### src/rtl/mcpu5_run_sequencer.sv
// mcpu5_run_sequencer
// Host-side run controller for the MCPU5plus core. It holds a small program
// memory that is loaded over a valid/ready port. From the system clock it
// generates the core's two-phase clock and its reset. It feeds the core one
// instruction per core cycle, selected by the PC that the core drives on
// cpu_out during the high phase. OUT results are forwarded through a
// one-entry output register with backpressure. A HALT opcode or a stop
// request ends the run.
//
// Ports:
//   clk, rst                  system clock, asynchronous active-low reset
//   load_valid/ready/data     program load port (accepted in IDLE/HALTED)
//   start, stop               run control
//   cpu_clk, cpu_rst          generated core clock and active-high core reset
//   cpu_inst                  instruction bus to the core
//   cpu_out                   core output: PC when cpu_clk=1, accu when cpu_clk=0
//   out_valid/ready/data      OUT result stream
//   running, halted           run status
//   cycle_count               executed core edges since start, saturating
module mcpu5_run_sequencer #(
   parameter int unsigned ADDR_W = 6
) (
   input  logic        clk,
   input  logic        rst,
   input  logic        load_valid,
   output logic        load_ready,
   input  logic [5:0]  load_data,
   input  logic        start,
   input  logic        stop,
   output logic        cpu_clk,
   output logic        cpu_rst,
   output logic [5:0]  cpu_inst,
   input  logic [7:0]  cpu_out,
   output logic        out_valid,
   input  logic        out_ready,
   output logic [7:0]  out_data,
   output logic        running,
   output logic        halted,
   output logic [15:0] cycle_count
);

   localparam int unsigned Depth  = 2 ** ADDR_W;
   localparam logic [5:0]  OpOut  = 6'h3B;
   localparam logic [5:0]  OpHalt = 6'h3A;

   typedef enum logic [2:0] {
      StIdle,
      StRstLo,
      StRstHi,
      StPhLo,
      StPhHi,
      StHalted
   } state_e;

   state_e            state;
   logic [ADDR_W-1:0] load_ptr;
   logic              stop_pend;
   logic [5:0]        mem [Depth];

   logic load_fire;
   logic out_stall;

   assign load_ready = (state == StIdle) || (state == StHalted);
   assign load_fire  = load_valid && load_ready;
   // An OUT cannot be pushed while the previous result is still held and not
   // being taken this cycle.
   assign out_stall  = (cpu_inst == OpOut) && out_valid && !out_ready;

   // Program memory keeps its contents across reset.
   always_ff @(posedge clk) begin
      if (load_fire) begin
         mem[load_ptr] <= load_data;
      end
   end

   always_ff @(posedge clk or negedge rst) begin
      if (!rst) begin
         state       <= StIdle;
         cpu_clk     <= 1'b0;
         cpu_rst     <= 1'b1;
         cpu_inst    <= '0;
         out_valid   <= 1'b0;
         out_data    <= '0;
         load_ptr    <= '0;
         cycle_count <= '0;
         running     <= 1'b0;
         halted      <= 1'b0;
         stop_pend   <= 1'b0;
      end else begin
         // A push in PH_LO below overrides this pop.
         if (out_valid && out_ready) begin
            out_valid <= 1'b0;
         end

         unique case (state)
            StIdle, StHalted: begin
               if (load_fire) begin
                  load_ptr <= load_ptr + 1'b1;
               end
               if (start) begin
                  state       <= StRstLo;
                  load_ptr    <= '0;
                  cycle_count <= '0;
                  cpu_clk     <= 1'b0;
                  cpu_rst     <= 1'b1;
                  running     <= 1'b1;
                  halted      <= 1'b0;
                  stop_pend   <= 1'b0;
               end
            end

            StRstLo: begin
               if (stop) stop_pend <= 1'b1;
               state   <= StRstHi;
               cpu_clk <= 1'b1;
            end

            StRstHi: begin
               if (stop) stop_pend <= 1'b1;
               state    <= StPhLo;
               cpu_clk  <= 1'b0;
               cpu_rst  <= 1'b0;
               cpu_inst <= mem[0];
            end

            StPhLo: begin
               // HALT and stop both end the run before the pending
               // instruction sees a core edge.
               if ((cpu_inst == OpHalt) || stop || stop_pend) begin
                  state     <= StHalted;
                  running   <= 1'b0;
                  halted    <= 1'b1;
                  stop_pend <= 1'b0;
               end else if (!out_stall) begin
                  if (cpu_inst == OpOut) begin
                     out_data  <= cpu_out;
                     out_valid <= 1'b1;
                  end
                  state   <= StPhHi;
                  cpu_clk <= 1'b1;
                  if (cycle_count != 16'hFFFF) begin
                     cycle_count <= cycle_count + 16'd1;
                  end
               end
            end

            StPhHi: begin
               // A stop seen here is honoured at the end of the next PH_LO.
               if (stop) stop_pend <= 1'b1;
               state    <= StPhLo;
               cpu_clk  <= 1'b0;
               cpu_inst <= mem[cpu_out[ADDR_W-1:0]];
            end

            default: begin
               state <= StIdle;
            end
         endcase
      end
   end

endmodule

### config.mk
export PLATFORM = sky130hd
export DESIGN_NAME = mcpu5_run_sequencer
export DESIGN_NICKNAME = d
export VERILOG_FILES = /design/src/rtl/mcpu5_run_sequencer.sv
export SDC_FILE = /design/constraint.sdc
export NUM_CORES = 1
export LEC_CHECK = 0
export ABC_CLOCK_PERIOD_IN_PS = 2500
export BUFFER_PORTS_ARGS = -buffer_cell sky130_fd_sc_hd__buf_2
export CORE_UTILIZATION = 55
export DETAILED_ROUTE_END_ITERATION = 6
export HOLD_SLACK_MARGIN = 0.02
export PLACE_DENSITY = 0.8
export SLEW_MARGIN = 10
export SYNTH_ARGS = -nofsm -noshare
export SYNTH_HDL_FRONTEND = slang
export SYNTH_SLANG_ARGS = --single-unit
### constraint.sdc
create_clock -name clk -period 2.5 [get_ports clk]
set_input_delay 0.125 -clock clk [delete_from_list [all_inputs] [get_ports clk]]
set_output_delay 0.125 -clock clk [all_outputs]
set_load 0.1 [all_outputs]
=== Word-level counts from Yosys, hierarchy flattened ===
Memories as Yosys holds them, arrays and structs flattened.
Cells that the tools add are included.

* Register bits: 45
* Word-level logic and storage cells: 88
* Memories kept: 1
* Memory bits (writable): 384

{| class="wikitable"
|+ Memory list
! memory !! words !! bits a word !! read ports !! clocked after memory_dff !! write ports !! line !! source
|-
| mem || 64 || 6 || 2 || 0 || 1 || 58 || <nowiki>logic [5:0] mem [Depth];</nowiki>
|}

* Reduce and logical (&&, ||, !) cells: 26
* Multiplexer cells: 31
* Add/subtract/negate cells: 2
* Equal/unequal tests: 15
* Bitwise gates (word level): 2

{| class="wikitable"
|+ Operators by type and width
! operator !! count
|-
| 2-to-1 mux 16 bit || 4
|-
| one-hot mux 16 bit (2 select lines) || 1
|-
| adder 16 x 1 -> 16 bit (second input constant) || 1
|-
| != test 16 bit (second input constant) || 1
|-
| 2-to-1 mux 1 bit || 14
|-
| == test 6 bit (second input constant) || 2
|-
| 2-to-1 mux 6 bit || 2
|-
| one-hot mux 3 bit (4 select lines) || 1
|-
| one-hot mux 6 bit (2 select lines) || 1
|-
| AND reduction 4 bit || 3
|-
| != test 2 bit (second input constant) || 5
|-
| 2-to-1 mux 3 bit || 3
|-
| nonzero test 2 bit || 4
|-
| adder 6 x 1 -> 6 bit (second input constant) || 1
|-
| == test 3 x 2 -> 1 bit (second input constant) || 2
|-
| == test 3 bit (second input constant) || 2
|-
| one-hot mux 1 bit (2 select lines) || 3
|-
| AND reduction 2 bit || 3
|-
| AND reduction 5 bit || 1
|-
| logical AND 1 bit || 4
|-
| one-hot mux 1 bit (4 select lines) || 1
|-
| nonzero test 4 bit || 1
|-
| OR reduction 2 bit || 2
|-
| == test 3 x 1 -> 1 bit (second input constant) || 1
|-
| 10 further kinds || 13
|}

=== Depth between registers and ports, before layout ===
* Depth after elaboration: 6
* Mapped depth: 9
* Depth with buffers taken out: 6

=== Worst setup path before layout ===
OpenSTA, ideal clock, no wires.

* Kind: reg2reg
* Start point: register state[2]
* End point: register cycle_count[6]
* Data required time: 2366 ps
* Cell stages (with the launch flop): 8
* Arrival time: 2903 ps
* Slack: -537 ps
* Path buffers: 2
* Cell sequence: dfrtp_1 > xor2_1 > nor2_1 > nand2_1 > buf_2 > buf_2 > nand2_1 > mux2i_1

* Longest elaborated chain between the ends: 4
* Elaborated cells between the ends (all ways): 11
* Classes of those cells: eq/ne: 6; mux: 1; reduce/logical: 4

{| class="wikitable"
|+ Ends and longest elaborated chain
! element !! line !! source
|-
| start: declaration || 55 || <nowiki>state_e state;</nowiki>
|-
| start signal: assignment || 78 || <nowiki>state <= StIdle;</nowiki>
|-
| start signal: assignment || 101 || <nowiki>state <= StRstLo;</nowiki>
|-
| start signal: assignment || 114 || <nowiki>state <= StRstHi;</nowiki>
|-
| == test 3 bit or logical NOT 3 bit (tied branches) || 95 || <nowiki>unique case (state)</nowiki>
|-
| OR reduction 2 bit || 95 ||
|-
| != test 2 bit (no source line) or nonzero test 2 bit (tied branches) || - ||
|-
| AND reduction 5 bit (no source line) || - ||
|-
| end signal: assignment || 142 || <nowiki>cycle_count <= cycle_count + 16'd1;</nowiki>
|-
| end: declaration || 39 || <nowiki>output logic [15:0] cycle_count</nowiki>
|}

Several ways; a longest one is shown, not always the timed one.
A chain may end at the register's enable or synchronous reset.

=== Worst setup path in the final report ===
* Start point: register state[0]
* End point: memory mem[24][2], enable pin

* Longest elaborated chain between the ends: 5
* Elaborated cells between the ends (all ways): 6
* Classes of those cells: eq/ne: 1; mux: 2; reduce/logical: 3

{| class="wikitable"
|+ Ends and longest elaborated chain
! element !! line !! source
|-
| == test 3 bit or logical NOT 3 bit (tied branches) || 63 || <nowiki>assign load_ready = (state == StIdle) || (state == StHalted);</nowiki>
|-
| logical OR 1 bit * || 63 ||
|-
| logical AND 1 bit * || 64 || <nowiki>assign load_fire = load_valid && load_ready;</nowiki>
|-
| 2-to-1 mux 1 bit * || 71 || <nowiki>if (load_fire) begin</nowiki>
|-
| 2-to-1 mux 1 bit (implied by the code) * || 72 || <nowiki>mem[load_ptr] <= load_data;</nowiki>
|-
| end: declaration || 58 ||
|}

Every way passes the cells marked *; elsewhere a longest branch is shown, timed or not.

==> results.py <==
metrics = {
    "yosys": {
        "synth_cells": 989,
        "synthMuxAreaShare": 0.147,
        "synth_compound_gate_area_share": 0.0358,
        "yosysTopAreaCellShare": 0.651,
        "syn-num-nets": 1011,
        "synth-edff-count": 384,
        "synthFlopType": "edfxtp_1",
        "synthAdderAreaFrac": 0.00141,
        "synth_warnings": 0,
        "synth_xor_area_frac": 0.00297,
        "yosys.area.top_type": "edfxtp_1",
        "synthesis.area_um2": 17700,
        "async_reset_ff_frac": 0.105,
        "ys_seq_elements": 429,
        "synth-seq-area-share": 0.715,
        "synth_top_family_by_area": "multiplexers",
        "synth_cell_types": 75,
        "syn_area_per_cell_um2": 17.9,
        "synth-simple-area-share": 0.0769,
        "yosys-top-cells-area": "edfxtp_1, mux4_2, dfrtp_1",
    },
    "clock_tree": {
        "cts_tree": "built",
        "postCtsSetupBuffers": 0,
        "cts_root_buf": "clkbuf_16",
        "cts_sinks": 429,
        "clk_latency_ps": 540,
        "htree_levels": 2,
        "numCtsBuffers": 42,
        "clk_pin_slew_ps": 70,
        "ctsLongestPathBuffers": 3,
    },
    "global_route": {
        "antenna_found_initial": 0,
        "overflow": 0,
        "grt_max_degree": 65,
        "grt_usage": 0.255,
        "grt_pass1_vias": 10100,
        "grt_pass1_wl_um": 62300,
    },
    "timing": {
        "slew_viol_final": 0,
        "rsz0062_at_grt": "false",
        "setup_viol": 0,
        "fmax_mhz": 405,
        "final_hold_viol_count": 0,
        "layout_min_cycle_time_ps": 2470,
        "slew_headroom": 0.237,
        "tns_ps": 0,
        "fin_crit_sh": 0.988,
        "setup_slack_ps": 29.9,
        "worstMarginPinSlew_ps": 1140,
        "finClkSkew_ps": 17.8,
    },
    "finish": {
        "drive_gt1_frac": 0.267,
        "layout.nets": 1146,
        "utilization": 0.645,
        "mostFrequentLayoutCell": "edfxtp_1",
        "final_cell_mix": "edfxtp_1, nor2_1, mux4_2",
        "stdcell_area_um2": 20400,
        "synthToLayoutAreaGrowth_pct": 15.1,
    },
    "worst_setup_path": {
        "cp_max_fo": 8,
        "cp-start-kind": "flop",
        "worstSetupEndpointType": "flop",
        "cp.required_ps": 2740,
        "crit_type": "reg2reg",
        "critical_path_arrival_ps": 2710,
    },
    "floorplanning": {
        "ios": 56,
        "dieArea_um2": 32900,
        "rows": 65,
        "core_um2": 31600,
        "die_h_um": 181,
        "die_w_um": 181,
        "start_util": 0.560,
    },
    "pwr": {
        "ir_drop_uv": 754,
        "p_leak_nw": 7.06,
        "power_mw": 17.8,
        "power.density_nw_per_um2": 871,
    },
    "placed_design": {
        "dp_slack_ps": 130,
        "io_buffers": 55,
        "place_congestion": 0.927,
        "hpwlAfterDp_um": 25400,
        "post_dp_cell_area_um2": 18900,
    },
    "routing": {
        "wl_per_cell_um": 26.3,
        "dr.pass1.iters": 5,
        "drt_iter0_drc": 1277,
        "vias_per_cell": 6.44,
        "drc": 0,
        "vias": 10100,
        "wirelength_um": 41100,
        "ant_nets": 0,
    },
    "flow_run": {
        "cap_viol_max_count": 0,
    },
    "outcome": {
        "status": "complete, no violations",
    },
    "min_path": {
        "min_path_type": "in2reg",
    },
}
-- worst max-delay path, stage by stage (launching register included) --
cell and delay, ps:
dfrtp_1 390, xor2_1 210, nor4b_1 440, buf_4 220, nand2_1 330, nor2_1 370, buf_4 200
-- flip-flops by register name, summed over array words and instances, names as in the netlist --
signal,cells
mem,384
cycle_count,16
out_data,8
cpu_inst,6
load_ptr,6
state,3
cpu_clk,1
cpu_rst,1
halted,1
out_valid,1
running,1
stop_pend,1
-- cell families after synthesis --
kind of cell | count (synthesis)
muxes | 131
DFF | 429
AOI/OAI and AO/OA | 90
buffers and inverters | 62
and+or+nand+nor | 269
adders and majority gates | 2
xor gates and xnor gates | 6
-- per-stage QoR --
stage / hold slack, ps / instances
detailed placement: 364 / 1475
floorplan: -171 / 989
CTS: 107 / 1559
finish: 118 / 1560
global route: 113 / 1559
global placement: 350 / 1475
-- power breakdown --
group          total, mW  switching, mW  internal, mW
Clock               6.63           2.65          3.98
Combinational       2.88           2.07         0.811
Sequential          8.26          0.229          8.03
Total               17.8           4.95          12.8
-- repair_timing --
item | 4_1_cts | 5_1_grt
resized for setup | 4 | 7
hold endpoints to repair | 53 | 0
pin swaps | 0 | 0
gates cloned | 0 | 0
hold buffers | 7 | 0
setup endpoints to repair | 36 | 30
-- cell type report --
class,count,area (µm²)
Multi-Input combinational cell,498,4710
Tap cell,402,503
Clock buffer,49,1100
Timing Repair Buffer,143,1050
Sequential cell,429,12700
Clock inverter,28,342
Fill cell,2029,11200
Inverter,10,37.5
Antenna cell,1,2.50
-- synthesized netlist by cell type (4+ instances only) --
| cell type | number |
|---|---|
| clkbuf_1 | 12 |
| nor2_1 | 94 |
| xor2_1 | 6 |
| edfxtp_1 | 384 |
| nor3_1 | 7 |
| mux2_1 | 8 |
| nor4_1 | 4 |
| inv_1 | 10 |
| nand2_1 | 44 |
| buf_4 | 11 |
| nor2b_1 | 11 |
| mux4_2 | 81 |
| nor3b_1 | 4 |
| a21oi_1 | 13 |
| mux4_1 | 16 |
| buf_6 | 4 |
| nand2b_1 | 17 |
| a22o_1 | 6 |
| mux2i_1 | 23 |
| nand3_1 | 32 |
| and2_1 | 6 |
| buf_2 | 18 |
| a22oi_1 | 20 |
| dfrtp_1 | 44 |
| o21ai_0 | 16 |
| nand4_1 | 15 |
| and3_1 | 5 |
| o22ai_1 | 6 |
| a211oi_1 | 5 |
-- path summary, 6_finish.rpt --
check	depth (start not counted)	slack (ps)	end	startpoint
min in group asynchronous	2	340	stop_pend	rst
worst min register to register	1	500	out_data[0]	out_data[0]
worst max-delay path	6	30	mem[24][2]	state[0]
worst max register to register	6	30	mem[24][2]	state[0]
worst min-delay path	2	120	mem[18][4]	load_data[4]
max in group asynchronous	2	1530	load_ptr[5]	rst
-- metal layers --
layer  global-route usage  share of wire  vias up  wire [µm]
li1                     -              -     4255          -
met2                0.414           0.49      598      20200
met3               0.0421          0.089       91       3670
met5                    0              0        -          0
met1                0.357           0.39     5110      16000
met4               0.0837          0.029        0       1200
Note: power is estimated with default switching activity, not from simulation.
